===== src/rtl/hex_sched_pkg.sv =====
// Shared state type, 7-segment constants and BCD decode function for hex_display_scheduler.
// Segment vectors are [0:6] = a..g, active-low.
package hex_sched_pkg;

    typedef enum logic [1:0] {
        ST_IDLE = 2'd0,
        ST_SHOW = 2'd1,
        ST_GAP  = 2'd2
    } sched_state_e;

    localparam logic [0:6] SEG_BLANK = 7'b1111111;
    localparam logic [0:6] SEG_0     = 7'b0000001;
    localparam logic [0:6] SEG_1     = 7'b1001111;
    localparam logic [0:6] SEG_2     = 7'b0010010;
    localparam logic [0:6] SEG_3     = 7'b0000110;
    localparam logic [0:6] SEG_4     = 7'b1001100;
    localparam logic [0:6] SEG_5     = 7'b0100100;
    localparam logic [0:6] SEG_6     = 7'b0100000;
    localparam logic [0:6] SEG_7     = 7'b0001111;
    localparam logic [0:6] SEG_8     = 7'b0000000;
    localparam logic [0:6] SEG_9     = 7'b0000100;

    // Non-BCD nibbles (10..15) show nothing rather than hex glyphs.
    function automatic logic [0:6] bcd_to_seg(input logic [3:0] nibble);
        logic [0:6] seg;
        case (nibble)
            4'd0:    seg = SEG_0;
            4'd1:    seg = SEG_1;
            4'd2:    seg = SEG_2;
            4'd3:    seg = SEG_3;
            4'd4:    seg = SEG_4;
            4'd5:    seg = SEG_5;
            4'd6:    seg = SEG_6;
            4'd7:    seg = SEG_7;
            4'd8:    seg = SEG_8;
            4'd9:    seg = SEG_9;
            default: seg = SEG_BLANK;
        endcase
        return seg;
    endfunction

endpackage


===== src/rtl/seg7_bcd_decode.sv =====
// Registered BCD nibble to active-low 7-segment decoder, one per HEX digit.
module seg7_bcd_decode
    import hex_sched_pkg::*;
(
    input  logic       clk_i,
    input  logic       rst_i,
    input  logic       blank_i,
    input  logic [3:0] nibble_i,
    output logic [0:6] seg_o
);

    logic [0:6] seg_q;

    always_ff @(posedge clk_i) begin
        if (rst_i) begin
            seg_q <= SEG_BLANK;
        end else begin
            seg_q <= blank_i ? SEG_BLANK : bcd_to_seg(nibble_i);
        end
    end

    assign seg_o = seg_q;

endmodule


===== src/rtl/hex_display_scheduler.sv =====
// Round-robin time-slicing of HEX3..HEX0 among NREQ BCD clients.
// Optional macro DISP_GAP_EN inserts a one-tick blank gap on handover to a different client.
module hex_display_scheduler
    import hex_sched_pkg::*;
#(
    parameter int unsigned NREQ       = 4,
    parameter int unsigned TICK_DIV   = 50_000_000,
    parameter int unsigned SLOT_TICKS = 3
) (
    input  logic                     CLOCK_50Mhz,
    input  logic                     RESET,
    input  logic [NREQ-1:0]          REQ,
    input  logic [16*NREQ-1:0]       DIGITS,
    output logic [NREQ-1:0]          GNT,
    output logic [$clog2(NREQ)-1:0]  ACTIVE_ID,
    output logic                     SLOT_END,
    output logic [0:6]               HEX0,
    output logic [0:6]               HEX1,
    output logic [0:6]               HEX2,
    output logic [0:6]               HEX3
);

    localparam int unsigned IDW = $clog2(NREQ);
    localparam int unsigned PW  = $clog2(TICK_DIV);
    localparam int unsigned SW  = $clog2(SLOT_TICKS + 1);

    sched_state_e    state_q, state_d;
    logic [IDW-1:0]  ptr_q, ptr_d;
    logic [IDW-1:0]  id_q, id_d;
    logic [NREQ-1:0] gnt_q, gnt_d;
    logic [PW-1:0]   presc_q, presc_d;
    logic [SW-1:0]   slot_q, slot_d;
    logic            slot_end_c;

    logic            tick;
    logic [IDW-1:0]  ptr_adv;
    logic [IDW-1:0]  arb_base;
    logic            arb_found;
    logic [IDW-1:0]  arb_id;
    logic            do_grant;

    assign tick     = (presc_q == PW'(TICK_DIV - 1));
    assign ptr_adv  = (id_q == IDW'(NREQ - 1)) ? '0 : id_q + IDW'(1);
    // At a slot end the search already starts past the outgoing client.
    assign arb_base = (state_q == ST_SHOW) ? ptr_adv : ptr_q;

    // First requester at or after arb_base, wrapping.
    always_comb begin
        int unsigned    idx;
        logic [IDW-1:0] idx_w;
        arb_found = 1'b0;
        arb_id    = '0;
        idx       = 0;
        idx_w     = '0;
        for (int unsigned i = 0; i < NREQ; i++) begin
            idx = 32'(arb_base) + i;
            if (idx >= NREQ) begin
                idx = idx - NREQ;
            end
            idx_w = IDW'(idx);
            if (!arb_found && REQ[idx_w]) begin
                arb_found = 1'b1;
                arb_id    = idx_w;
            end
        end
    end

    always_comb begin
        state_d    = state_q;
        ptr_d      = ptr_q;
        id_d       = id_q;
        gnt_d      = gnt_q;
        presc_d    = presc_q;
        slot_d     = slot_q;
        slot_end_c = 1'b0;
        do_grant   = 1'b0;

        case (state_q)
            ST_IDLE: begin
                do_grant = arb_found;
            end
            ST_SHOW: begin
                if (!REQ[id_q] || (tick && (slot_q == SW'(SLOT_TICKS - 1)))) begin
                    slot_end_c = 1'b1;
                    ptr_d      = ptr_adv;
                    if (!arb_found) begin
                        state_d = ST_IDLE;
                        id_d    = '0;
                        gnt_d   = '0;
`ifdef DISP_GAP_EN
                    end else if (arb_id != id_q) begin
                        state_d = ST_GAP;
                        id_d    = '0;
                        gnt_d   = '0;
                        presc_d = '0;
                        slot_d  = '0;
`endif
                    end else begin
                        do_grant = 1'b1;
                    end
                end else begin
                    presc_d = tick ? '0 : presc_q + PW'(1);
                    if (tick) begin
                        slot_d = slot_q + SW'(1);
                    end
                end
            end
`ifdef DISP_GAP_EN
            ST_GAP: begin
                if (tick) begin
                    if (arb_found) begin
                        do_grant = 1'b1;
                    end else begin
                        state_d = ST_IDLE;
                        presc_d = '0;
                    end
                end else begin
                    presc_d = presc_q + PW'(1);
                end
            end
`endif
            default: begin
                state_d = ST_IDLE;
            end
        endcase

        // Every grant restarts the slot timing from zero.
        if (do_grant) begin
            state_d = ST_SHOW;
            id_d    = arb_id;
            gnt_d   = NREQ'(1) << arb_id;
            presc_d = '0;
            slot_d  = '0;
        end
    end

    always_ff @(posedge CLOCK_50Mhz) begin
        if (RESET) begin
            state_q <= ST_IDLE;
            ptr_q   <= '0;
            id_q    <= '0;
            gnt_q   <= '0;
            presc_q <= '0;
            slot_q  <= '0;
        end else begin
            state_q <= state_d;
            ptr_q   <= ptr_d;
            id_q    <= id_d;
            gnt_q   <= gnt_d;
            presc_q <= presc_d;
            slot_q  <= slot_d;
        end
    end

    assign GNT       = gnt_q;
    assign ACTIVE_ID = id_q;
    assign SLOT_END  = slot_end_c;

    // Live view of the granted client's digits; blank whenever nobody holds the grant.
    logic [15:0] client_digits [NREQ];
    logic [15:0] cur_digits;
    logic        disp_blank;

    for (genvar g = 0; g < NREQ; g++) begin : g_split
        assign client_digits[g] = DIGITS[16*g +: 16];
    end

    assign cur_digits = client_digits[id_q];
    assign disp_blank = (gnt_q == '0);

    seg7_bcd_decode u_dec0 (
        .clk_i    (CLOCK_50Mhz),
        .rst_i    (RESET),
        .blank_i  (disp_blank),
        .nibble_i (cur_digits[3:0]),
        .seg_o    (HEX0)
    );

    seg7_bcd_decode u_dec1 (
        .clk_i    (CLOCK_50Mhz),
        .rst_i    (RESET),
        .blank_i  (disp_blank),
        .nibble_i (cur_digits[7:4]),
        .seg_o    (HEX1)
    );

    seg7_bcd_decode u_dec2 (
        .clk_i    (CLOCK_50Mhz),
        .rst_i    (RESET),
        .blank_i  (disp_blank),
        .nibble_i (cur_digits[11:8]),
        .seg_o    (HEX2)
    );

    seg7_bcd_decode u_dec3 (
        .clk_i    (CLOCK_50Mhz),
        .rst_i    (RESET),
        .blank_i  (disp_blank),
        .nibble_i (cur_digits[15:12]),
        .seg_o    (HEX3)
    );

endmodule

===== config.mk =====
export PLATFORM = sky130hd
export DESIGN_NAME = hex_display_scheduler
export DESIGN_NICKNAME = d
export VERILOG_FILES = /design/src/rtl/hex_sched_pkg.sv /design/src/rtl/seg7_bcd_decode.sv /design/src/rtl/hex_display_scheduler.sv
export SDC_FILE = /design/constraint.sdc
export NUM_CORES = 1
export LEC_CHECK = 0
export BUFFER_PORTS_ARGS = -buffer_cell sky130_fd_sc_hd__buf_2
export CAP_MARGIN = 0
export CORE_MARGIN = 2
export CORE_UTILIZATION = 30
export CTS_BUF_LIST = sky130_fd_sc_hd__clkbuf_16
export CTS_CLUSTER_SIZE = 25
export DETAILED_ROUTE_END_ITERATION = 8
export SETUP_SLACK_MARGIN = 0.05
export SLEW_MARGIN = 20
export SYNTH_ARGS = -nofsm -noshare
export SYNTH_HDL_FRONTEND = slang
export SYNTH_SLANG_ARGS = --single-unit

===== constraint.sdc =====
create_clock -name CLOCK_50Mhz -period 3.4 [get_ports CLOCK_50Mhz]
set_clock_uncertainty 0.15 [all_clocks]
set_input_delay 0.34 -clock CLOCK_50Mhz [delete_from_list [all_inputs] [get_ports CLOCK_50Mhz]]
set_output_delay 0.34 -clock CLOCK_50Mhz [all_outputs]
set_load 0.1 [all_outputs]

### After elaboration in Yosys (flattened, before gate mapping)

Memory sizes are Yosys's and may differ from the RTL's. A register that Yosys moved wholly into a read port is not among the register bits.
Cells that the tools add are included.
Widths: inputs -> output; s select.

* memory bits (writable): 0
* memory bits (read-only): 448
* latch bits: 0
* output and inout port bits: 35
* memories kept: 4
* register bits: 38
* input port bits: 70
* word-level logic and storage cells: 109

* $mul: 0
* bitwise logic cells: 3
* magnitude comparators: 10
* reductions and logical operators: 21
* eq/ne operators: 10
* add/subtract/negate cells: 10
* divide/modulo/power cells: 0
* shift-type cells: 1
* mux-type cells: 43

Memory list
* (no name shown): words 16, bits a word 7, read ports 1, clocked after Yosys merged registers in 1, wr ports 0, line hex_sched_pkg.sv:26 `case (nibble)`
* (no name shown): words 16, bits a word 7, read ports 1, clocked after Yosys merged registers in 1, wr ports 0, line hex_sched_pkg.sv:26
* (no name shown): words 16, bits a word 7, read ports 1, clocked after Yosys merged registers in 1, wr ports 0, line hex_sched_pkg.sv:26
* (no name shown): words 16, bits a word 7, read ports 1, clocked after Yosys merged registers in 1, wr ports 0, line hex_sched_pkg.sv:26

Operators with widths (number)
* $bmux 16 s2: 1
* $mux 16: 2
* $mux 2: 14
* $add 26x1->26 const B: 1
* $eq 26x26->1 const B: 1
* $mux 26: 1
* $mux 4: 4
* $lt 2x3->1 const B: 5
* $mux 1: 14
* $ge 3x3->1 const B: 4
* $reduce_and 3->1: 4
* $bmux 1 s2: 5
* $sub 2x1->2 const B: 4
* $add 2x2->3 const B: 2
* $add 2x1->2 const B: 2
* $eq 2x2->1 const B: 2
* $logic_and 1x1->1: 4
* $logic_not 1->1: 4
* $logic_not 4->1: 1
* $ne 2x1->1 const B: 2
* $ne 2x2->1 const B: 2
* $pmux 2 s2: 1
* $reduce_and 2->1: 2
* $reduce_bool 2->1: 2
* other kinds (12): 14

### Logic depth before layout (Yosys ltp)

Gate-level depths: netlist (run 1).

* depth after elaboration: 22
* gate-level depth with buffers: 8

### Modules after synthesis

From an unflattened synthesis (run 1), not the netlist that was laid out.

* cells, all modules: 386
* area, all modules: 3646.0 um2

Modules (own cells, without submodules)
* hex_display_scheduler: area each 2269.7 um2, seq. area each 740.7 um2, cells each 246, instances 1
* seg7_bcd_decode: area each 344.1 um2, seq. area each 140.1 um2, cells each 35, instances 4

### Worst setup path after synthesis (run 1)

No wires, ideal clock.

* path kind: reg-to-reg
* start: reg id_q[0], in the netlist ACTIVE_ID[0]
* end: reg ptr_q[0]
* buffers on the path: 2
* period minus slack after synthesis: 3.384 ns
* data arrival time: 3.071 ns
* stages on the path, launching flop included: 7
* slack: 0.016 ns
* cell sequence: dfxtp_1 buf_6 mux4_2 buf_4 o21ai_0 and2_1 o21ai_0

* longest elaborated chain between the ends: 5
* elaborated cells between the ends (all ways): 8
* those cells by class: 1 x add/sub; 1 x eq/ne; 3 x mux; 3 x reduce/logical

RTL lines
* start, declared: line hex_display_scheduler.sv:29 `logic [IDW-1:0] id_q, id_d;`
* start signal, assigned: line hex_display_scheduler.sv:148 `id_q <= id_d;`
* $bmux 1 s2: line hex_display_scheduler.sv:83 `if (!REQ[id_q] || (tick && (slot_q == SW'(SLOT_TICKS - 1)))) begin`
* $mux 1 (not written as such): line hex_display_scheduler.sv:83
* $logic_not 1->1: line hex_display_scheduler.sv:83
* $logic_or 1x1->1: line hex_display_scheduler.sv:83
* $reduce_and 2->1 (no line)
* end signal, assigned: line hex_display_scheduler.sv:147 `ptr_q <= ptr_d;`
* end, declared: line hex_display_scheduler.sv:28 `logic [IDW-1:0] ptr_q, ptr_d;`

Several ways; a longest one is shown, not always the timed one. The select of a mux whose other input is x is not followed.
A chain may end at the register's enable or synchronous reset.

### Worst setup path after layout (run 1)

* start: reg presc_q[0]
* end: out SLOT_END

* longest elaborated chain between the ends: 5

RTL lines
* start, declared: line hex_display_scheduler.sv:31 `logic [PW-1:0] presc_q, presc_d;`
* start signal, assigned: line hex_display_scheduler.sv:150 `presc_q <= presc_d;`
* $eq 26x26->1: line hex_display_scheduler.sv:42 `assign tick = (presc_q == PW'(TICK_DIV - 1));`
* $logic_and 1x1->1: line hex_display_scheduler.sv:83
* $logic_or 1x1->1: line hex_display_scheduler.sv:83
* $mux 1: line hex_display_scheduler.sv:83
* $mux 1: line hex_display_scheduler.sv:78 `case (state_q)`
* end, declared: line hex_display_scheduler.sv:16 `output logic SLOT_END,`

No other way between the ends.

==> results.txt, run 1 <==
Post-synth EDFFs -> 0
hold path cells -> 2
worst reg2reg startpoint -> ACTIVE_ID[0]
mapped cell area -> 0.00377 mm2
root buffer cell -> clkbuf_16
global-route wire length before repair -> 14.0 mm
Initial Util -> 0.310
Layout Cells excl Fill -> 674
DIE HEIGHT -> 116 um
crit share post-route -> 0.797
Comb power frac -> 0.384
main combinational cell family by area after synthesis -> simple AND/OR/NAND/NOR gates
Req. time, crit path -> 2.91 ns
Slew Limit Fails -> 0
routability cong. -> 0.801
Period minus WS final -> 2.71 ns
latest clock arrival within the worst-skew pair -> 0.33 ns
Seq/Total Area, Yosys -> 0.345
Fillers -> 1207
Mapped Cells -> 403
Compound-Gate Fraction of Synth Area -> 0.105
min-delay src -> RESET
Total Neg Setup Slack -> 0 ns
share of power burned in registers -> 0.306
Critical Path, Cell by Cell -> ha_1 > and3_1 > nand4_1 > o21ai_0 > and2_2 > buf_12
Pleak -> 1.89 nW
Post-synth ARST share -> 0
Final Util -> 0.387
clock buffer depth -> 2
post-cts sizing count -> 0
n_diodes -> 0
layout cell share with drive strength beyond 1 -> 0.279
Slowest-stage cell, CP -> dfxtp_1
Avg Vias per Cell -> 4.79
Pre-antenna DRT Iters -> 4
HPWL after DPL -> 6.67 mm
commonest register cell after synthesis -> dfxtp_1
synthesis-stage register bit count -> 65
Final #Nets -> 598
Crit Path Max Fanout -> 5
synth warn -> 0
Worst Setup End Kind -> primary output
Switching Power -> 1.12 mW
Synth Area in XOR/XNOR -> 0.0580
Max Freq -> 369 MHz
most frequent cells in the layout -> 103 x buf_2, 65 x dfxtp_1, 50 x nor2_1
Worst-path clk slew -> 0.05 ns
CTS tree -> done
postcts setup bufs -> 0
Tot GR Track Use -> 0.130
final setup fails -> 0
port buffer count -> 104
Slew @ Worst Pin -> 0.859 ns
Total Power -> 2.78 mW
most common cell after layout, fill and taps aside -> buf_2
CP startpoint -> presc_q[0]
syn nets -> 500
Reg2Reg Depth -> 7
number of cell rows -> 40
Worst Path Arrival -> 2.22 ns
Pint -> 1.66 mW
initial antenna violation count -> 0
Net Sw Frac -> 0.402
Worst Setup Path Type -> reg -> out
Adder-Cell Fraction of Synth Area -> 0.0896
power per cell area -> 591 mW/mm2
RSZ-0062 raised after global routing -> no
Hold WC Path Type -> in -> reg
CTS buffer count -> 9
Max H-tree Level -> 3
clock share of power -> 0.310
via count -> 3228
DRC -> 0
chip width -> 116 um
vias in the first global route -> 3049
core box area -> 0.0122 mm2
initial drt markers -> 225
outcome -> complete, no violations
Overflow after GRT -> 0
Peak VDD IR -> 0.244 mV
maxcap violations -> 0
multiplexer share of the synthesized area -> 0.136
CTS Hold Buffers Added -> 0
cell count after placement -> 658
final hold violation count -> 0
CP startpoint kind -> flop
Syn Area/Cell -> 9.36 um2
clock sinks -> 65
largest net degree at the start of global routing -> 27
number of routed nets with antenna violations -> 0
post-synthesis simple-gate area fraction -> 0.224
drt wl/cell -> 12.9 um
Syn-to-layout area delta -> 24.9%
Rel. slew slack -> 0.423
CP max stage delay -> 0.38 ns
die area -> 0.0135 mm2
IO Count -> 105
distinct cell type count after synthesis -> 49
final wirelength -> 8.72 mm
[layer usage]
metal	vias up	part of all wire	track usage	routed length, um
met1	1470	0.43	0.149	3740
met4	0	0.0061	0.0302	53
met5	-	0	0	0
li1	1641	-	-	-
met3	6	0.083	0.0394	721
met2	111	0.48	0.239	4200
[critical path: cells and delay by family (launching register included)]
kind,cells,cell delay (ns)
AOI/OAI and AO/OA,1,0.37
adders and majority gates,1,0.22
buffers and inverters,1,0.18
DFF,1,0.38
and+or+nand+nor,3,0.75
[layout make-up]
type	count	area, um2	share of cell area
clock buffer	9	225	0.0478
inverter	15	56.3	0.0120
sequential	65	1300	0.276
multi-input combinational	304	2310	0.491
timing repair buffer	106	551	0.117
clock inverter	7	55.1	0.0117
tap	168	210	0.0446
[registers in the layout, summed over array words and instances, names as in the netlist]
name and flops:
u_dec1.seg_o 7, u_dec3.seg_o 7, GNT 4, presc_q 26, u_dec0.seg_o 7, slot_q 2, ACTIVE_ID 2, u_dec2.seg_o 7
state_q 1, ptr_q 2
[cells in the mapped netlist (all sizes together) (2+ instances only)]
cell,number,share of area
dfxtp,65,0.34
nor2,50,0.050
o21ai,35,0.047
ha,27,0.090
nand2,25,0.025
mux4,17,0.10
a21oi,15,0.020
inv,15,0.015
xnor2,13,0.030
clkbuf,12,0.012
nand3,12,0.016
nand4,12,0.020
xor2,12,0.028
mux2i,11,0.029
and4,10,0.023
and2,8,0.014
and3,7,0.012
buf,7,0.016
nand2b,6,0.010
nand3b,4,0.0080
nor3b,4,0.0080
or3,4,0.0066
nor3,3,0.0053
nor4,3,0.0066
nor4bb,3,0.0080
a32o,2,0.0053
nand4b,2,0.0046
nor2b,2,0.0033
nor4b,2,0.0046
o211ai,2,0.0040
o21a,2,0.0043
o32ai,2,0.0046
[per-stage QoR]
step                instance area, um2  hold slack (ns)  setup slack, ns
floorplan                         3770            0.274            0.313
global placement                  4430            0.311             1.02
detailed placement                4430            0.318            0.993
CTS                               4710            0.213            0.678
global route                      4710            0.246            0.508
finish                            4710            0.212            0.692
[power by group through the flow]
stage / logic [mW] / registers, mW / clock network [mW]
2_1_floorplan: 0.446 / 1.30 / 0
3_3_place_gp: 1.06 / 0.867 / 0
3_5_place_dp: 1.07 / 0.869 / 0
4_1_cts: 1.07 / 0.853 / 0.883
5_1_grt: 1.15 / 0.858 / 0.919
6_report: 1.07 / 0.852 / 0.863
[path summary, 6_finish.rpt]
check                             endpoint  slack, ns
worst max-delay path              SLOT_END       0.69
worst min-delay path            presc_q[1]       0.21
worst max register to register      GNT[3]       0.98
worst min register to register    ptr_q[1]       0.32
[cells by family after synthesis]
group	count (synthesis)
multiplexers	29
XOR/XNOR	25
flip-flops	65
adder cells (fa/ha/maj)	27
AND/OR/NAND/NOR	157
buffers and inverters	34
AO/OA/AOI/OAI	66
No activity file was read; power rests on OpenSTA's default activity.
==> inputs of run 2 (changes only) <==
- clock period: 3.4 -> 2.28 ns (I/O delays scaled with it)
==> results.txt, run 2 (synthesis results as in run 1) <==
CTS tree -> done
Crit Path Max Fanout -> 3
final setup fails -> 0
vias in the first global route -> 3315
Initial Util -> 0.310
Pre-antenna DRT Iters -> 4
port buffer count -> 104
DIE HEIGHT -> 116 um
Slew Limit Fails -> 0
Req. time, crit path -> 1.90 ns
power per cell area -> 884 mW/mm2
maxcap violations -> 0
most frequent cells in the layout -> 103 x buf_2, 58 x dfxtp_1, 50 x nor2_1
number of routed nets with antenna violations -> 0
Avg Vias per Cell -> 4.89
Worst Setup Path Type -> reg -> out
layout cell share with drive strength beyond 1 -> 0.363
min-delay src -> RESET
Period minus WS final -> 2.19 ns
die area -> 0.0135 mm2
worst reg2reg startpoint -> ACTIVE_ID[0]
root buffer cell -> clkbuf_16
CP max stage delay -> 0.54 ns
Fillers -> 1183
clock buffer depth -> 2
global-route wire length before repair -> 15.5 mm
IO Count -> 105
routability cong. -> 0.819
Comb power frac -> 0.382
Total Neg Setup Slack -> 0 ns
Max Freq -> 456 MHz
Max H-tree Level -> 3
share of power burned in registers -> 0.283
Hold WC Path Type -> in -> reg
number of cell rows -> 40
Largest register FFs -> 26
Slowest-stage cell, CP -> mux4_2
Largest Register -> presc_q
DRC -> 0
Overflow after GRT -> 0
final hold violation count -> 0
latest clock arrival within the worst-skew pair -> 0.33 ns
Pleak -> 2.05 nW
chip width -> 116 um
Rel. slew slack -> 0.666
drt wl/cell -> 14.3 um
via count -> 3438
Peak VDD IR -> 0.433 mV
most common cell after layout, fill and taps aside -> buf_2
clock sinks -> 65
Syn-to-layout area delta -> 35.4%
clock share of power -> 0.335
RSZ-0062 raised after global routing -> no
CP startpoint kind -> flop
Pint -> 2.76 mW
Switching Power -> 1.75 mW
Worst Setup End Kind -> primary output
crit share post-route -> 0.962
largest net degree at the start of global routing -> 16
initial drt markers -> 240
CTS buffer count -> 9
initial antenna violation count -> 0
HPWL after DPL -> 7.66 mm
core box area -> 0.0122 mm2
Slew @ Worst Pin -> 0.504 ns
n_diodes -> 0
Placement Setup Slack -> 0.117 ns
Worst-path clk slew -> 0.05 ns
Net Sw Frac -> 0.389
CP startpoint -> ACTIVE_ID[0]
Worst Path Arrival -> 1.82 ns
Final #Nets -> 627
outcome -> complete, no violations
Worst Slack Setup Final -> 0.0858 ns
Critical Path, Cell by Cell -> mux4_2 > buf_8 > o21ai_4 > and2_4 > buf_12
Tot GR Track Use -> 0.148
final wirelength -> 10.0 mm
run 2: changes by cell type in the layout (fill, tap and decap cells not counted), moves of 3 or more:
| cell | previous run | this run |
|---|---|---|
| inv_2 | 0 | 8 |
| o21ai_0 | 34 | 30 |
| buf_6 | 0 | 3 |
| dfxtp_4 | 0 | 3 |
| inv_1 | 18 | 8 |
| dfxtp_2 | 0 | 4 |
| buf_4 | 2 | 26 |
| o21ai_1 | 0 | 3 |
| dfxtp_1 | 65 | 58 |
run 2: path summary, 6_finish.rpt:
kind,end,slack [ns],depth (start not counted)
worst min-delay path,presc_q[1],0.1,2
worst max-delay path,SLOT_END,0.09,5
worst max register to register,GNT[3],0.13,7
worst min register to register,ptr_q[0],0.33,2
run 2: area by class of cell:
type,count,area (um2),area share
Multi-Input combinational cell,304,2390,0.469
Sequential cell,65,1320,0.258
Timing Repair Buffer,135,800,0.157
Clock buffer,10,250,0.0490
Tap cell,168,210,0.0412
Clock inverter,6,80.1,0.0157
Inverter,15,56.3,0.0110
run 2: metal layers:
metal	vias to the layer above	track usage	wire [um]
li1	1701	-	-
met2	107	0.271	5110
met4	0	0.0643	157
met1	1618	0.165	4150
met3	12	0.0306	617
met5	-	0	0
run 2: repair_timing:
item | in CTS | in global routing
hold buffers | 0 | 0
endpoints found under the hold margin | 0 | 0
pin swaps | 3 | 6
gates resized for setup | 5 | 22
setup buffers | 4 | 5
setup endpoints to repair | 1 | 26
run 2: worst max-delay path, delay by kind of cell, from the launching register on:
family	cells	cell delay (ns)
flip-flops	1	0.37
AO/OA/AOI/OAI	1	0.06
AND/OR/NAND/NOR	1	0.19
multiplexers	1	0.54
buffers and inverters	2	0.32
run 2: per-stage QoR:
| stage | hold slack (ns) | instances | util | cell area (um2) | power [mW] |
|---|---|---|---|---|---|
| 4_1_cts | 0.0758 | 698 | 0.410 | 4980 | 4.51 |
| 3_3_place_gp | 0.310 | 678 | 0.378 | 4600 | 2.94 |
| 5_1_grt | 0.151 | 703 | 0.420 | 5110 | 4.75 |
| 3_5_place_dp | 0.310 | 678 | 0.378 | 4600 | 2.96 |
| 2_1_floorplan | 0.162 | 403 | - | 3810 | 2.63 |
| 6_report | 0.0951 | 703 | 0.420 | 5110 | 4.52 |
run 2: power groups by stage:
stage	clock [mW]	sequential (mW)	combinational (mW)
detailed placement	0	1.31	1.65
finish	1.51	1.28	1.73
global route	1.61	1.28	1.85
global placement	0	1.31	1.63
CTS	1.55	1.28	1.68
floorplan	0	1.95	0.688
